[config.mk]
export PLATFORM = sky130hd
export DESIGN_NAME = csr_req_arbiter
export DESIGN_NICKNAME = d
export VERILOG_FILES = /design/src/rtl/csr_arb_pkg.sv /design/src/rtl/csr_req_arbiter_rr_picker.sv /design/src/rtl/csr_req_arbiter.sv
export SDC_FILE = /design/constraint.sdc
export NUM_CORES = 1
export LEC_CHECK = 0
export BUFFER_PORTS_ARGS = -buffer_cell sky130_fd_sc_hd__buf_2
export CORE_ASPECT_RATIO = 0.7
export CORE_MARGIN = 1
export CORE_UTILIZATION = 45
export DETAILED_ROUTE_END_ITERATION = 10
export GPL_TIMING_DRIVEN = 0
export PLACE_DENSITY = 0.75
export SLEW_MARGIN = 20
export SYNTH_ARGS = -nofsm -noshare
export SYNTH_HDL_FRONTEND = slang
export SYNTH_SLANG_ARGS = --single-unit
[constraint.sdc]
create_clock -name clk -period 6.6 [get_ports clk]
set_input_delay 0.99 -clock clk [delete_from_list [all_inputs] [get_ports clk]]
set_output_delay 0.99 -clock clk [all_outputs]
set_load 0.03 [all_outputs]
[src/rtl/csr_arb_pkg.sv]
// csr_arb_pkg
//   Shared definitions for the CSR request arbiter and its bench:
//   - arb_state_t : arbiter FSM states (IDLE / ISSUE / RESP)
//   - CSR_*       : memory-controller CSR address map
package csr_arb_pkg;

  typedef enum logic [1:0] {
    IDLE  = 2'd0,
    ISSUE = 2'd1,
    RESP  = 2'd2
  } arb_state_t;

  localparam logic [7:0] CSR_CTRL   = 8'h00;
  localparam logic [7:0] CSR_STATUS = 8'h04;  // read-only
  localparam logic [7:0] CSR_CFG    = 8'h08;
  localparam logic [7:0] CSR_ERROR  = 8'h0C;
  localparam logic [7:0] CSR_ID     = 8'h10;  // read-only

endpackage

[src/rtl/csr_req_arbiter_rr_picker.sv]
// rr_picker
//   Combinational round-robin picker. The search starts one past the
//   previous winner and wraps modulo NUM_REQ.
//   Ports:
//     req      in  NUM_REQ : request vector
//     last_gnt in  IDX_W   : index of the previous winner
//     gnt      out NUM_REQ : one-hot grant (zero when no request)
//     idx      out IDX_W   : index of the granted requester
//     any      out 1       : at least one request present
module rr_picker #(
  parameter int NUM_REQ = 4,
  parameter int IDX_W   = 2
) (
  input  logic [NUM_REQ-1:0] req,
  input  logic [IDX_W-1:0]   last_gnt,
  output logic [NUM_REQ-1:0] gnt,
  output logic [IDX_W-1:0]   idx,
  output logic               any
);

  always_comb begin
    int           cand;
    logic [IDX_W-1:0] c;
    cand = 0;
    c    = '0;
    gnt  = '0;
    idx  = '0;
    any  = 1'b0;
    // k = 1..NUM_REQ visits every requester once, the previous winner last.
    for (int k = 1; k <= NUM_REQ; k++) begin
      cand = int'(last_gnt) + k;
      if (cand >= NUM_REQ) cand = cand - NUM_REQ;
      c = cand[IDX_W-1:0];
      if (!any && req[c]) begin
        any    = 1'b1;
        idx    = c;
        gnt[c] = 1'b1;
      end
    end
  end

endmodule

[src/rtl/csr_req_arbiter.sv]
// csr_req_arbiter
//   Shares the memory controller's single CSR port between NUM_REQ
//   requesters. Round-robin, single outstanding transaction:
//   accept (IDLE) -> one-cycle strobe (ISSUE) -> response (RESP).
//   Ports:
//     clk, rst_n   : clock, asynchronous active-low reset
//     req_valid    : per-requester request, held until accepted
//     req_write    : per-requester 1 = write, 0 = read
//     req_addr     : packed addresses, slice [i*ADDR_W +: ADDR_W]
//     req_wdata    : packed write data, slice [i*DATA_W +: DATA_W]
//     req_ready    : one-hot acceptance pulse (IDLE only)
//     rsp_valid    : one-hot completion pulse (RESP only)
//     rsp_rdata    : read result, 0 after a write, held until next ISSUE
//     csr_wr_en/csr_rd_en/csr_addr/csr_wr_data : to controller (ISSUE only)
//     csr_rd_data  : from controller, combinational on csr_rd_en/csr_addr
//     busy         : state is not IDLE
module csr_req_arbiter #(
  parameter int NUM_REQ = 4,
  parameter int ADDR_W  = 8,
  parameter int DATA_W  = 32
) (
  input  logic                      clk,
  input  logic                      rst_n,
  input  logic [NUM_REQ-1:0]        req_valid,
  input  logic [NUM_REQ-1:0]        req_write,
  input  logic [NUM_REQ*ADDR_W-1:0] req_addr,
  input  logic [NUM_REQ*DATA_W-1:0] req_wdata,
  output logic [NUM_REQ-1:0]        req_ready,
  output logic [NUM_REQ-1:0]        rsp_valid,
  output logic [DATA_W-1:0]         rsp_rdata,
  output logic                      csr_wr_en,
  output logic                      csr_rd_en,
  output logic [ADDR_W-1:0]         csr_addr,
  output logic [DATA_W-1:0]         csr_wr_data,
  input  logic [DATA_W-1:0]         csr_rd_data,
  output logic                      busy
);
  import csr_arb_pkg::*;

  localparam int IDX_W = (NUM_REQ > 1) ? $clog2(NUM_REQ) : 1;

  arb_state_t         state_reg, state_next;
  logic [IDX_W-1:0]   last_gnt_reg;
  logic [IDX_W-1:0]   win_reg;
  logic               wr_reg;
  logic [ADDR_W-1:0]  addr_reg;
  logic [DATA_W-1:0]  wdata_reg;
  logic [DATA_W-1:0]  rdata_reg;

  logic [NUM_REQ-1:0] pick_gnt;
  logic [IDX_W-1:0]   pick_idx;
  logic               pick_any;
  logic               accept;

  // Unpack the per-requester address/data buses for indexed selection.
  logic [ADDR_W-1:0]  addr_arr  [NUM_REQ];
  logic [DATA_W-1:0]  wdata_arr [NUM_REQ];

  for (genvar gi = 0; gi < NUM_REQ; gi++) begin : g_unpack
    assign addr_arr[gi]  = req_addr[gi*ADDR_W +: ADDR_W];
    assign wdata_arr[gi] = req_wdata[gi*DATA_W +: DATA_W];
  end

  rr_picker #(
    .NUM_REQ (NUM_REQ),
    .IDX_W   (IDX_W)
  ) u_picker (
    .req      (req_valid),
    .last_gnt (last_gnt_reg),
    .gnt      (pick_gnt),
    .idx      (pick_idx),
    .any      (pick_any)
  );

  always_ff @(posedge clk or negedge rst_n) begin
    if (!rst_n) state_reg <= IDLE;
    else        state_reg <= state_next;
  end

  always_comb begin
    state_next  = state_reg;
    accept      = 1'b0;
    req_ready   = '0;
    rsp_valid   = '0;
    csr_wr_en   = 1'b0;
    csr_rd_en   = 1'b0;
    csr_addr    = '0;
    csr_wr_data = '0;
    busy        = (state_reg != IDLE);
    case (state_reg)
      IDLE: begin
        // rst_n gating keeps req_ready quiet while reset is held, since
        // the state register already sits in IDLE during reset.
        if (pick_any && rst_n) begin
          accept     = 1'b1;
          req_ready  = pick_gnt;
          state_next = ISSUE;
        end
      end
      ISSUE: begin
        csr_wr_en   = wr_reg;
        csr_rd_en   = !wr_reg;
        csr_addr    = addr_reg;
        csr_wr_data = wdata_reg;
        state_next  = RESP;
      end
      RESP: begin
        rsp_valid[win_reg] = 1'b1;
        state_next         = IDLE;
      end
      default: state_next = IDLE;
    endcase
  end

  always_ff @(posedge clk or negedge rst_n) begin
    if (!rst_n) begin
      last_gnt_reg <= IDX_W'(NUM_REQ - 1);  // requester 0 wins first
      win_reg      <= '0;
      wr_reg       <= 1'b0;
      addr_reg     <= '0;
      wdata_reg    <= '0;
      rdata_reg    <= '0;
    end else begin
      if (accept) begin
        win_reg   <= pick_idx;
        wr_reg    <= req_write[pick_idx];
        addr_reg  <= addr_arr[pick_idx];
        wdata_reg <= wdata_arr[pick_idx];
      end
      if (state_reg == ISSUE) rdata_reg <= wr_reg ? '0 : csr_rd_data;
      if (state_reg == RESP)  last_gnt_reg <= win_reg;
    end
  end

  assign rsp_rdata = rdata_reg;

endmodule

Word-level counts from Yosys, hierarchy flattened
Cells that the tools add are included.
{"block": "totals", "reg_bits": 79, "output_inout_bits": 83, "wordCells": 107, "input_bits": 202}
{"block": "op_classes", "reduce_logical": 15, "bitwise_logic": 4, "eq_ne": 3, "n_addsub": 8, "n_lt_le_gt_ge": 16, "mux": 54}
{"cell": "32-bit 2-to-1 mux", "count": 4}
{"cell": "32-bit binary-select mux with 2-bit select", "count": 1}
{"cell": "4-bit 2-to-1 mux", "count": 7}
{"cell": "8-bit 2-to-1 mux", "count": 3}
{"cell": "2-bit by 3-bit < comparator with 1-bit output (second input constant)", "count": 6}
{"cell": "1-bit 2-to-1 mux", "count": 18}
{"cell": "2-bit 2-to-1 mux", "count": 9}
{"cell": "8-bit binary-select mux with 2-bit select", "count": 1}
{"cell": "3-bit >= comparator (second input constant)", "count": 4}
{"cell": "4-bit OR", "count": 3}
{"cell": "1-bit binary-select mux with 2-bit select", "count": 5}
{"cell": "1-bit demux with 2-bit select", "count": 5}
{"cell": "2-bit by 1-bit >= comparator with 1-bit output (second input constant)", "count": 5}
{"cell": "1-bit logical AND", "count": 9}
{"cell": "2-bit by 1-bit subtractor with 2-bit output (second input constant)", "count": 4}
{"cell": "2-bit by 2-bit adder with 3-bit output (second input constant)", "count": 2}
{"cell": "2-bit by 3-bit adder with 4-bit output (second input constant)", "count": 1}
{"cell": "4-bit by 3-bit >= comparator with 1-bit output (second input constant)", "count": 1}
{"cell": "1-bit logical NOT", "count": 4}
{"cell": "2-bit one-hot mux with 2 select lines", "count": 1}
{"cell": "2-bit by 1-bit adder with 3-bit output (second input constant)", "count": 1}
{"cell": "2-bit NOT with 3-bit output", "count": 1}
{"cell": "2-bit by 1-bit == test with 1-bit output (second input constant)", "count": 1}
{"cell": "2-bit == test (second input constant)", "count": 1}
{"cell": "3 further kinds", "count": 3}

Logic depth before layout (Yosys ltp)
{"block": "logic_depth", "depth_word": 19, "mapped_depth": 13, "ltp_nobuf": 7}

By module
A second synthesis with hierarchy kept.
{"block": "hier_totals", "cells_unflattened": 395, "hier_area_um2": 5297.6}
{"mod": "csr_req_arbiter", "instances": 1, "seq_area_each_um2": 1979.4, "area_per_inst_um2": 4668.2, "cells_per_inst": 309}
{"mod": "rr_picker", "instances": 1, "seq_area_each_um2": 0.0, "area_per_inst_um2": 629.4, "cells_per_inst": 86}

Worst setup path after synthesis
No wires, ideal clock.
{"block": "synth_timing", "kind": "flip-flop to output port", "startpoint": "register last_gnt_reg[0]", "endpoint": "output req_ready[0]", "arrival_time_ns": 3.088, "t_required_ns": 5.610, "slack_ns": 2.522, "path_buffers": 4, "stages_incl_launch_ff": 11, "cell_sequence": "dfstp_2 > buf_6 > buf_2 > inv_2 > clkbuf_1 > ha_1 > inv_1 > mux2i_1 > clkbuf_1 > o21ai_0 > a21oi_1"}
{"block": "synth_via", "elab_chain_cells": 18, "word_cells_on_any_way": 64, "classes_between": "add/sub (8); order compare (12); mux (30); bitwise (3); reduce/logical (11)"}
{"element": "from (decl)", "line_no": "csr_req_arbiter.sv:43", "text": "logic [IDX_W-1:0] last_gnt_reg;"}
{"element": "from (signal assigned)", "line_no": "csr_req_arbiter.sv:117", "text": "last_gnt_reg <= IDX_W'(NUM_REQ - 1);"}
{"element": "from (signal assigned)", "line_no": "csr_req_arbiter.sv:131", "text": "if (state_reg == RESP) last_gnt_reg <= win_reg;"}
{"element": "branches (longest 16 deep; another with 2-bit by 1-bit adder with 3-bit output)"}
{"element": "4-bit 2-to-1 mux (*)", "line_no": "csr_req_arbiter.sv:94", "text": "if (pick_any && rst_n) begin"}
{"element": "4-bit 2-to-1 mux (*)", "line_no": "csr_req_arbiter.sv:90", "text": "case (state_reg)"}
{"element": "to (decl)", "line_no": "csr_req_arbiter.sv:28", "text": "output logic [NUM_REQ-1:0] req_ready,"}
Every way passes the cells marked *. The select of a mux whose other input is x is not followed.

Worst setup path in the final report
{"block": "layout_timing", "startpoint": "register last_gnt_reg[0]", "endpoint": "output req_ready[3]"}
Same word-level chain as after synthesis.

==> impl_metrics.json <==
{
  "yosysWarnings": 0,
  "yosysTopAreaCellShare_pct": 26.78,
  "start_kind": "register",
  "syn_avg_cell_area_um2": 7.995,
  "die_w_um": 153.1,
  "synth-compound-area-share_pct": 28.88,
  "max_freq_mhz": 192.6,
  "ys_ff_latch": 79,
  "cts_tree": "built",
  "setup_violations": 0,
  "post-route-period-util_pct": 78.69,
  "slew_violations": 0,
  "power.density_nw_per_um2": 465.1,
  "hold_viol": 0,
  "grt_pass1_wl_mm": 44.02,
  "n_antenna_cell": 0,
  "maxSlewHeadroom_pct": 25.30,
  "rsz0062_at_grt": "no",
  "via_per_inst": 6.271,
  "skew_ps": 10.19,
  "p_clk_share_pct": 12.0,
  "hold_buffers": 0,
  "fp-row-count": 38,
  "r2r_cells": 12,
  "fp.coreArea_um2": 15550,
  "grt_max_degree": 52,
  "antenna_found_initial": 0,
  "fin_tns_setup_ps": 0,
  "die_y_um": 107.8,
  "critPathCaptureType": "primary output",
  "cts.clk_slew.worst_paths_ps": 70,
  "drive_gt1_share_pct": 28.00,
  "dp_hpwl_mm": 20.75,
  "netlist_area_um2": 7196,
  "portBuffers": 283,
  "synth.distinct_cells": 45,
  "synth_area_leaders": "dfrtp_1 27%, mux2i_1 6.4%, o211a_1 5.7%",
  "min_from": "rsp_rdata[27]",
  "outcome": "complete, no violations",
  "hold_depth": 2,
  "pwr-share-comb_pct": 68.4,
  "hold_path_class": "reg -> reg",
  "vdd_drop_max_v": 0.0002256,
  "final_nets": 1405,
  "drc_errors": 0,
  "grt_pass1_vias": 8096,
  "r2r-end": "wr_reg",
  "synth-edff-count": 0,
  "cts.sinks": 79,
  "yosys.area.top_type": "dfrtp_1",
  "insertion_delay_ps": 350,
  "final_cell_mix": "296 x buf_2, 108 x nand2_1, 90 x clkbuf_1",
  "power_leakage_uw": 0.004541,
  "r2r_slack_ps": 2540,
  "postRouteAntennaNets": 0,
  "drt-initial-drc-count": 1154,
  "hold_end": "rsp_rdata[27]",
  "power_frac_seq_pct": 19.6,
  "worstPathArrival_ps": 4200,
  "grt_usage_pct": 33.72,
  "crit_slowest_cell": "mux2i_1",
  "synth_fa_ha_area_share_pct": 1.391,
  "yosys.area_share.simple_pct": 25.25,
  "worstReg2RegStart": "last_gnt_reg[0]",
  "detail_route.wl_per_cell_um": 20.20,
  "dieArea_um2": 16510,
  "cts_resized": 0,
  "clock_tree.buffer_depth": 2,
  "boundaryPins": 285,
  "max_stage_delay_ps": 810,
  "internal-power_uw": 1947,
  "syn_inst": 900,
  "p_sw_uw": 2322,
  "muxShareOfSynthArea_pct": 7.651,
  "layout_commonest_cell": "buf_2",
  "numCtsBuffers": 9,
  "final_core_util_pct": 59.04,
  "seq_area_frac_synth_pct": 27.51,
  "path_class": "reg -> out",
  "root_buffer": "clkbuf_16",
  "area_growth_pct": 27.56,
  "async_flop_share_pct": 100.0,
  "start_util_pct": 46.28,
  "synth_fp_nets": 1110,
  "vias": 8780,
  "grt-ovfl-total": 0,
  "drt_wl_total_mm": 28.28,
  "worstMarginPinSlew_ps": 1117,
  "crit_path_max_fanout": 13,
  "crit_chain": "buf_6 > buf_2 > inv_2 > clkbuf_1 > ha_1 > inv_1 > mux2i_1 > clkbuf_1 > o21ai_0 > a21oi_1 > buf_2",
  "synthFlopType": "dfrtp_1",
  "cap_violations": 0,
  "synth_xor_area_share_pct": 0,
  "period_minus_slack_ps": 5193,
  "drt-pass1-iter-count": 7,
  "synth_top_family_by_area": "compound AO/OA/AOI/OAI gates",
  "swShare_pct": 54.39,
  "htreeDepth": 3,
  "routabilityCongestion": 0.9470,
  "cts_setup_buffers": 0,
  "required_ps": 5610
}
-- metal layers --
layer / global-route usage, % / wire, um / vias up
li1: - / - / 4012
met1: 48.96 / 12800 / 4135
met2: 49.77 / 12040 / 581
met3: 6.924 / 2850 / 52
met4: 10.03 / 584 / 0
met5: 0 / 0 / -
-- critical path, delay by kind of cell, from the launching register on --
| kind | cells | cell delay (ps) |
|---|---|---|
| buf+inv | 7 | 1700 |
| fa+ha+maj | 1 | 430 |
| mux | 1 | 810 |
| flops | 1 | 590 |
| compound gates | 2 | 310 |
-- worst max path at each step --
stage                        end            start  cells after the start  slack, ps
floorplan           req_ready[0]  last_gnt_reg[0]                     10       2520
global placement    req_ready[3]            rst_n                      8       1200
detailed placement  req_ready[3]  last_gnt_reg[0]                     11       1860
CTS                 req_ready[3]  last_gnt_reg[0]                     11       1450
global route        req_ready[0]  last_gnt_reg[0]                     11       1130
finish              req_ready[3]  last_gnt_reg[0]                     11       1410
-- cells by family (layout without fill, tap and decap cells) --
family | Yosys count | count (layout)
mux | 52 | 52
buf+inv | 159 | 459
simple gates | 328 | 328
flops | 79 | 79
fa+ha+maj | 8 | 8
compound gates | 274 | 274
-- power groups by stage --
| stage | clock [uW] | combinational (uW) | sequential, uW |
|---|---|---|---|
| finish | 511 | 2920 | 836 |
| floorplan | 0 | 1860 | 976 |
| detailed placement | 0 | 2850 | 841 |
| CTS | 512 | 2850 | 834 |
| global placement | 0 | 2810 | 833 |
| global route | 530 | 3150 | 864 |
-- Yosys cell counts, types with 14 or more instances --
cell       number
o211a_1        41
dfrtp_1        77
nand3b_1       33
a21oi_1        46
o311ai_1       41
mux2i_1        46
nand2_1       108
buf_2          14
nand4_1        40
o2111ai_1      40
and2_1         41
nor3b_1        41
nor3_1         44
clkbuf_1       90
inv_1          46
a2111oi_0      40
o21ai_0        54
-- final cells by class --
class	instances	area, um2
fillers	1469	6369
multi-input cells	662	4546
flip-flops and latches	79	1979
repair buffers	284	1446
plain buffers	112	494.2
well taps	200	250.2
clock buffers	9	225.2
inverters	47	176.4
clock inverters	7	61.31
-- stage by stage --
step / setup slack, ps / area [um2] / cells / hold slack [ps] / power, uW
floorplan: 2522 / 7196 / 900 / 447.8 / 2831
global placement: 1203 / 8862 / 1383 / 444.3 / 3641
detailed placement: 1857 / 8892 / 1384 / 450.1 / 3686
CTS: 1446 / 9179 / 1400 / 463.8 / 4197
global route: 1132 / 9179 / 1400 / 485.3 / 4541
finish: 1407 / 9179 / 1400 / 459.4 / 4269
Note: power is estimated with default switching activity, not from simulation.
